$ cat src/rtl/i2c_slave_ram_engine_pkg.sv
// Shared definitions for the I2C slave RAM engine: FSM states, ACK/NACK levels
// and the character RAM address width.
package i2c_common_defs;

  localparam int RAM_AW = 5;

  localparam logic ACK_BIT  = 1'b0;
  localparam logic NACK_BIT = 1'b1;

  typedef enum logic [2:0] {
    IDLE    = 3'd0,
    ADDR    = 3'd1,
    WR_BYTE = 3'd2,
    RD_BYTE = 3'd3,
    RD_ACK  = 3'd4,
    IGNORE  = 3'd5
  } state_t;

endpackage

$ cat src/rtl/i2c_slave_ram_engine_line_filter.sv
// Pad conditioning for one I2C line: 2-flop synchronizer, FILTER_LEN-sample
// glitch filter and one-clk rise/fall strobes of the filtered level.
module i2c_line_filter #(
  parameter int FILTER_LEN = 3
) (
  input  logic clk,
  input  logic reset,
  input  logic raw,
  output logic level,
  output logic rise,
  output logic fall
);

  logic [1:0]            sync;
  logic [FILTER_LEN-1:0] hist;

  // The idle bus is high, so everything resets high to avoid a false edge.
  always_ff @(posedge clk or posedge reset) begin
    if (reset) begin
      sync  <= 2'b11;
      hist  <= '1;
      level <= 1'b1;
      rise  <= 1'b0;
      fall  <= 1'b0;
    end else begin
      sync <= {sync[0], raw};
      hist <= (hist << 1) | FILTER_LEN'(sync[1]);
      rise <= 1'b0;
      fall <= 1'b0;
      if (hist == '1 && !level) begin
        level <= 1'b1;
        rise  <= 1'b1;
      end else if (hist == '0 && level) begin
        level <= 1'b0;
        fall  <= 1'b1;
      end
    end
  end

endmodule

$ cat src/rtl/i2c_slave_ram_engine.sv
// I2C slave engine: master writes land in Remote RAM, master reads stream Local RAM.
// Optional macro I2C_SLAVE_PTR_BYTE_EN makes the first written byte a RAM pointer.
module i2c_slave_ram_engine
  import i2c_common_defs::*;
#(
  parameter logic [6:0] SLAVE_ADDR = 7'h22,
  parameter int         FILTER_LEN = 3
) (
  input  logic              clk,
  input  logic              reset,
  input  logic              SCL_IN,
  input  logic              SDA_IN,
  output logic              SDA_OE,
  output logic [RAM_AW-1:0] RemoteRAM_WADD,
  output logic [7:0]        RemoteRAM_DIN,
  output logic              RemoteRAM_W,
  output logic [RAM_AW-1:0] LocalRAM_RADD,
  input  logic [7:0]        LocalRAM_DOUT,
  output logic              Busy,
  output logic              Xfer_Done
);

  logic scl, scl_rise, scl_fall;
  logic sda, sda_rise, sda_fall;

  i2c_line_filter #(.FILTER_LEN(FILTER_LEN)) u_scl_filter (
    .clk(clk), .reset(reset), .raw(SCL_IN),
    .level(scl), .rise(scl_rise), .fall(scl_fall)
  );

  i2c_line_filter #(.FILTER_LEN(FILTER_LEN)) u_sda_filter (
    .clk(clk), .reset(reset), .raw(SDA_IN),
    .level(sda), .rise(sda_rise), .fall(sda_fall)
  );

  logic start_evt, stop_evt;
  assign start_evt = sda_fall & scl;
  assign stop_evt  = sda_rise & scl;

  state_t            state;
  logic [3:0]        bit_cnt;
  logic [7:0]        shreg;
  logic [7:0]        rx_byte;
  logic              ack_phase;
  logic              rw;
  logic [RAM_AW-1:0] ptr;
`ifdef I2C_SLAVE_PTR_BYTE_EN
  logic              ptr_pending;
`endif

  assign rx_byte       = {shreg[6:0], sda};
  assign LocalRAM_RADD = ptr;

  always_ff @(posedge clk or posedge reset) begin
    if (reset) begin
      state          <= IDLE;
      bit_cnt        <= '0;
      shreg          <= '0;
      ack_phase      <= 1'b0;
      rw             <= 1'b0;
      ptr            <= '0;
      SDA_OE         <= 1'b0;
      RemoteRAM_W    <= 1'b0;
      RemoteRAM_WADD <= '0;
      RemoteRAM_DIN  <= '0;
      Busy           <= 1'b0;
      Xfer_Done      <= 1'b0;
`ifdef I2C_SLAVE_PTR_BYTE_EN
      ptr_pending    <= 1'b0;
`endif
    end else begin
      RemoteRAM_W <= 1'b0;
      Xfer_Done   <= 1'b0;
      // Bus conditions override any SCL edge seen in the same clk.
      if (stop_evt) begin
        state     <= IDLE;
        SDA_OE    <= 1'b0;
        ack_phase <= 1'b0;
        bit_cnt   <= '0;
        Xfer_Done <= Busy;
        Busy      <= 1'b0;
      end else if (start_evt) begin
        state     <= ADDR;
        SDA_OE    <= 1'b0;
        ack_phase <= 1'b0;
        bit_cnt   <= '0;
      end else begin
        case (state)
          IDLE: ;
          ADDR, WR_BYTE: begin
            if (scl_rise && bit_cnt < 4'd8) begin
              shreg   <= rx_byte;
              bit_cnt <= bit_cnt + 4'd1;
              if (bit_cnt == 4'd7) begin
                if (state == ADDR) begin
                  if (rx_byte[7:1] == SLAVE_ADDR) begin
                    rw   <= rx_byte[0];
                    Busy <= 1'b1;
`ifdef I2C_SLAVE_PTR_BYTE_EN
                    if (!Busy) ptr <= '0;
                    ptr_pending <= ~rx_byte[0];
`else
                    ptr <= '0;
`endif
                  end else begin
                    state <= IGNORE;
                  end
                end else begin
`ifdef I2C_SLAVE_PTR_BYTE_EN
                  if (ptr_pending) begin
                    ptr         <= rx_byte[RAM_AW-1:0];
                    ptr_pending <= 1'b0;
                  end else begin
                    RemoteRAM_W    <= 1'b1;
                    RemoteRAM_WADD <= ptr;
                    RemoteRAM_DIN  <= rx_byte;
                    ptr            <= ptr + RAM_AW'(1);
                  end
`else
                  RemoteRAM_W    <= 1'b1;
                  RemoteRAM_WADD <= ptr;
                  RemoteRAM_DIN  <= rx_byte;
                  ptr            <= ptr + RAM_AW'(1);
`endif
                end
              end
            end else if (scl_fall && bit_cnt == 4'd8) begin
              if (!ack_phase) begin
                SDA_OE    <= 1'b1;
                ack_phase <= 1'b1;
              end else begin
                ack_phase <= 1'b0;
                bit_cnt   <= '0;
                // A read starts driving its MSB on the same fall that ends the ACK.
                if (state == ADDR && rw) begin
                  state  <= RD_BYTE;
                  shreg  <= LocalRAM_DOUT;
                  SDA_OE <= ~LocalRAM_DOUT[7];
                end else begin
                  state  <= WR_BYTE;
                  SDA_OE <= 1'b0;
                end
              end
            end
          end
          RD_BYTE: begin
            if (scl_rise) begin
              bit_cnt <= bit_cnt + 4'd1;
            end else if (scl_fall) begin
              if (bit_cnt == 4'd0) begin
                shreg  <= LocalRAM_DOUT;
                SDA_OE <= ~LocalRAM_DOUT[7];
              end else if (bit_cnt < 4'd8) begin
                shreg  <= shreg << 1;
                SDA_OE <= ~shreg[6];
              end else begin
                SDA_OE  <= 1'b0;
                ptr     <= ptr + RAM_AW'(1);
                bit_cnt <= '0;
                state   <= RD_ACK;
              end
            end
          end
          RD_ACK: begin
            if (scl_rise) state <= (sda == ACK_BIT) ? RD_BYTE : IGNORE;
          end
          IGNORE: SDA_OE <= 1'b0;
          default: state <= IDLE;
        endcase
      end
    end
  end

endmodule
$ cat config.mk
export PLATFORM = sky130hd
export DESIGN_NAME = i2c_slave_ram_engine
export DESIGN_NICKNAME = d
export VERILOG_FILES = /design/src/rtl/i2c_slave_ram_engine_pkg.sv /design/src/rtl/i2c_slave_ram_engine_line_filter.sv /design/src/rtl/i2c_slave_ram_engine.sv
export SDC_FILE = /design/constraint.sdc
export NUM_CORES = 1
export LEC_CHECK = 0
export ABC_CLOCK_PERIOD_IN_PS = 2000
export CAP_MARGIN = 20
export CORE_MARGIN = 5
export CORE_UTILIZATION = 40
export DETAILED_ROUTE_END_ITERATION = 10
export PLACE_DENSITY = 0.74
export SYNTH_ARGS = -nofsm -noshare
export SYNTH_HDL_FRONTEND = slang
export SYNTH_HIERARCHICAL = 1
export SYNTH_SLANG_ARGS = --single-unit
$ cat constraint.sdc
create_clock -name clk -period 2 [get_ports clk]
set_input_delay 0.4 -clock clk [delete_from_list [all_inputs] [get_ports clk]]
set_output_delay 0.4 -clock clk [all_outputs]
set_load 0.05 [all_outputs]
==> impl_results.md <==
- Synth cell count leaders: 42 x dfrtp_1, 20 x mux2_1, 13 x a21oi_1, 13 x nand2_1
- Register area: 1370 um2
- CTS tree: yes
- Die width: 92.0 um
- Vias: 2111
- Area growth from synthesis to layout: 37.2%
- Post-route ant nets: 0
- Switching power total: 0.000887 W
- RSZ-0062 raised after global routing: true
- Pin count of the biggest net entering global routing: 39
- Total Wirelength: 6170 um
- Pwr per Cell Area: 761 nW/um2
- Root Buffer: clkbuf_8
- Worst reg2reg path endpoint: shreg[4]
- Worst Hold Launch: u_scl_filter/sync[0]
- Sequential share of power: 45.7%
- Worst Setup EP: shreg[4]
- Failing checks: setup timing
- Peak Freq: 469 MHz
- EDFF count, synth: 0
- Post-CTS Hold Fix Bufs: 0
- Residual DRC: 0
- IO Pins: 34
- Fin crit period: 2.13 ns
- Hold Fails Final Rpt: 0
- Number of global-route vias before repair: 2140
- Worst-path clk slew: 0.10 ns
- N_diodes: 0
- Total CTS buffers: 5
- Status: finished, violations left
- Post-synth cell types: 53
- R2R setup slack: -0.13 ns
- Final Instance Area: 3690 um2
- Worst setup path category: reg -> reg
- Worst VDD drop: 0.516 mV
- Critical path peak fanout: 7
- Pins Over Slew Limit: 0
- Hpwl dp: 4270 um
- Ys async rst share: 100%
- Max-cap viol count: 0
- Drt via density: 5.34
- H-tree levels: 2
- Register area share after synthesis: 50.8%
- Worst setup path start: bit_cnt[1]
- DR pass1 iterations: 4
- Final period utilization: 107%
- Post-DP Area: 3400 um2
- Internal: 0.00192 W
- Critical path data required time: 2.21 ns
- Logic gate share of total power: 27.8%
- Slew @ Worst Pin: 0.545 ns
- Fill cells: 546
- Hold slack final: 0.361 ns
- CTS sink count: 54
- Core Area: 6460 um2
- Yosys reg bits: 54
- Syn Inst Count: 242
- Drt wl/cell: 15.6 um
- Clk pwr share: 26.4%
- Post-synthesis net count: 257
- Mean area per synthesized cell: 11.1 um2
- Worst-Skew Late Latency: 0.32 ns
- Starting Density: 41.6%
- Final worst slack: -0.133 ns
- Initial antenna violation count: 0
- Final non-filler cell total: 395
- Top FF cell, synth: dfrtp_1
- Clock tree buffer depth: 2
- Worst relative slew slack: 63.5%
- Tot GR Track Use: 14.7%
- Worst setup EP type: flip-flop
- Post-synth top area cell: dfrtp_1
- Sw Ratio: 31.6%
- Synth Cell Area: 2690 um2
- Clk_skew: 0.0126 ns
- Die ar.: 8460 um2
- Cells after DPL: 384
- Most common cell in the netlist: dfrtp_1
- Leakage Power: 1.61 nW
- Die H: 92.0 um
- Reg2reg start: bit_cnt[1]
- Finish-stage setup viols: 10
- CP Launch Type: flip-flop
- Layout cells sized above 1: 35.8%
- Post-synth top area share: 39.1%
- WP data arrival: 2.35 ns
- First-pass GRT wire length: 10200 um
- Multi-input gate area: 1370 um2
- Final nets: 332
- Congestion Overflow GR: 0
- Worst Hold Class: reg -> reg
- Worst reg2reg path depth: 8
- Top cells by area, synth: dfrtp_1 39%, dfstp_2 12%, mux2_1 8.4%
- Initial DRC count: 167
- Count of input and output buffers: 33
- Row cnt: 29
- Syn. warnings: 6
- GPL Wtd Cong: 0.871
## worst min-delay path by stage
stage                                 endpoint  slack, ns  depth (start not counted)
final                     u_scl_filter/sync[1]       0.36                          0
after global routing      u_scl_filter/sync[1]       0.37                          0
after CTS                 u_sda_filter/hist[0]       0.36                          0
after detailed placement  u_sda_filter/sync[1]       0.35                          0
after global placement    u_scl_filter/hist[0]       0.35                          0
after floorplan              u_scl_filter/fall       0.21                          1
## state kept, by name, summed over array words and instances, names as in the netlist, 2 cells and up
name / cells
shreg: 7
u_sda_filter/hist: 3
RemoteRAM_DIN: 8
state: 3
u_sda_filter/sync: 2
RemoteRAM_WADD: 5
u_scl_filter/sync: 2
bit_cnt: 4
u_scl_filter/hist: 3
LocalRAM_RADD: 5
## per-layer routing
layer / GRT usage [%] / share of wire, %
met1: 19.5 / 46
met2: 24.7 / 50
met3: 3.19 / 3.4
met4: 3.22 / 1.5
met5: 0 / 0
## what timing repair did
action,4_1_cts,5_1_grt
setup buffers,2,2
gates resized for setup,9,21
gates cloned,0,0
setup endpoints to repair,26,32
pin swaps,7,6
## power by group through the flow
| stage | sequential (W) | combinational, W | clock [W] |
|---|---|---|---|
| detailed placement | 0.00129 | 0.000708 | 0 |
| finish | 0.00128 | 0.000780 | 0.000741 |
| CTS | 0.00128 | 0.000731 | 0.000756 |
| global route | 0.00130 | 0.000850 | 0.000805 |
| floorplan | 0.00138 | 0.000367 | 0 |
| global placement | 0.00129 | 0.000699 | 0 |
## worst max-delay path: stages (launching register included)
cell and delay [ns]:
dfrtp_1 0.42, inv_2 0.09, ha_4 0.13, and4b_2 0.28
a2111oi_4 0.09, or4_4 0.45, nor2_4 0.14, buf_12 0.14
mux2_4 0.30
## final cells by class
cell class,instances,share of cell area [%]
clock buffers,5,1.87
clock inverters,3,1.19
inverters,13,1.32
multi-input cells,165,37.1
flip-flops and latches,54,37.1
well taps,77,2.61
repair buffers,78,18.8
## placed cells by master, fill, tap and decap left out, types with 3 or more instances in the layout
| cell | count |
|---|---|
| buf_4 | 45 |
| dfrtp_1 | 40 |
| clkdlybuf4s50_1 | 28 |
| mux2_1 | 14 |
| nand2_1 | 13 |
| dfstp_2 | 12 |
| o21ai_1 | 11 |
| a21oi_1 | 10 |
| o21ai_0 | 9 |
| inv_1 | 9 |
| nor2_1 | 9 |
| nand3_1 | 8 |
| nor2b_1 | 7 |
| mux2_4 | 7 |
| mux2_2 | 6 |
| nand2b_1 | 5 |
| clkbuf_8 | 5 |
| inv_2 | 4 |
| o21a_1 | 4 |
| mux2i_1 | 3 |
| a32oi_1 | 3 |
| a21oi_2 | 3 |
| o2bb2ai_1 | 3 |
## cell families (layout without fill, tap and decap cells)
logic type      Yosys count  after routing  share of synthesized area [%]
simple gates             67             67                           14.9
fa+ha+maj                 4              4                           1.77
flops                    54             54                           50.8
mux                      30             30                           12.4
xor+xnor                  2              2                          0.652
buf+inv                  23             99                           3.54
compound gates           62             62                           15.9
## through the flow
| step | utilization, % | setup slack [ns] | TNS [ns] | power [W] |
|---|---|---|---|---|
| 6_report | 57.1 | -0.133 | -0.934 | 0.00280 |
| 5_1_grt | 57.1 | -0.213 | -2.00 | 0.00296 |
| 4_1_cts | 55.3 | -0.0822 | -0.616 | 0.00276 |
| 3_5_place_dp | 52.7 | -0.0758 | -0.986 | 0.00200 |
| 3_3_place_gp | 52.7 | -0.0428 | -0.313 | 0.00199 |
| 2_1_floorplan | - | -0.0121 | -0.0728 | 0.00175 |
No activity file was read; power rests on OpenSTA's default activity.
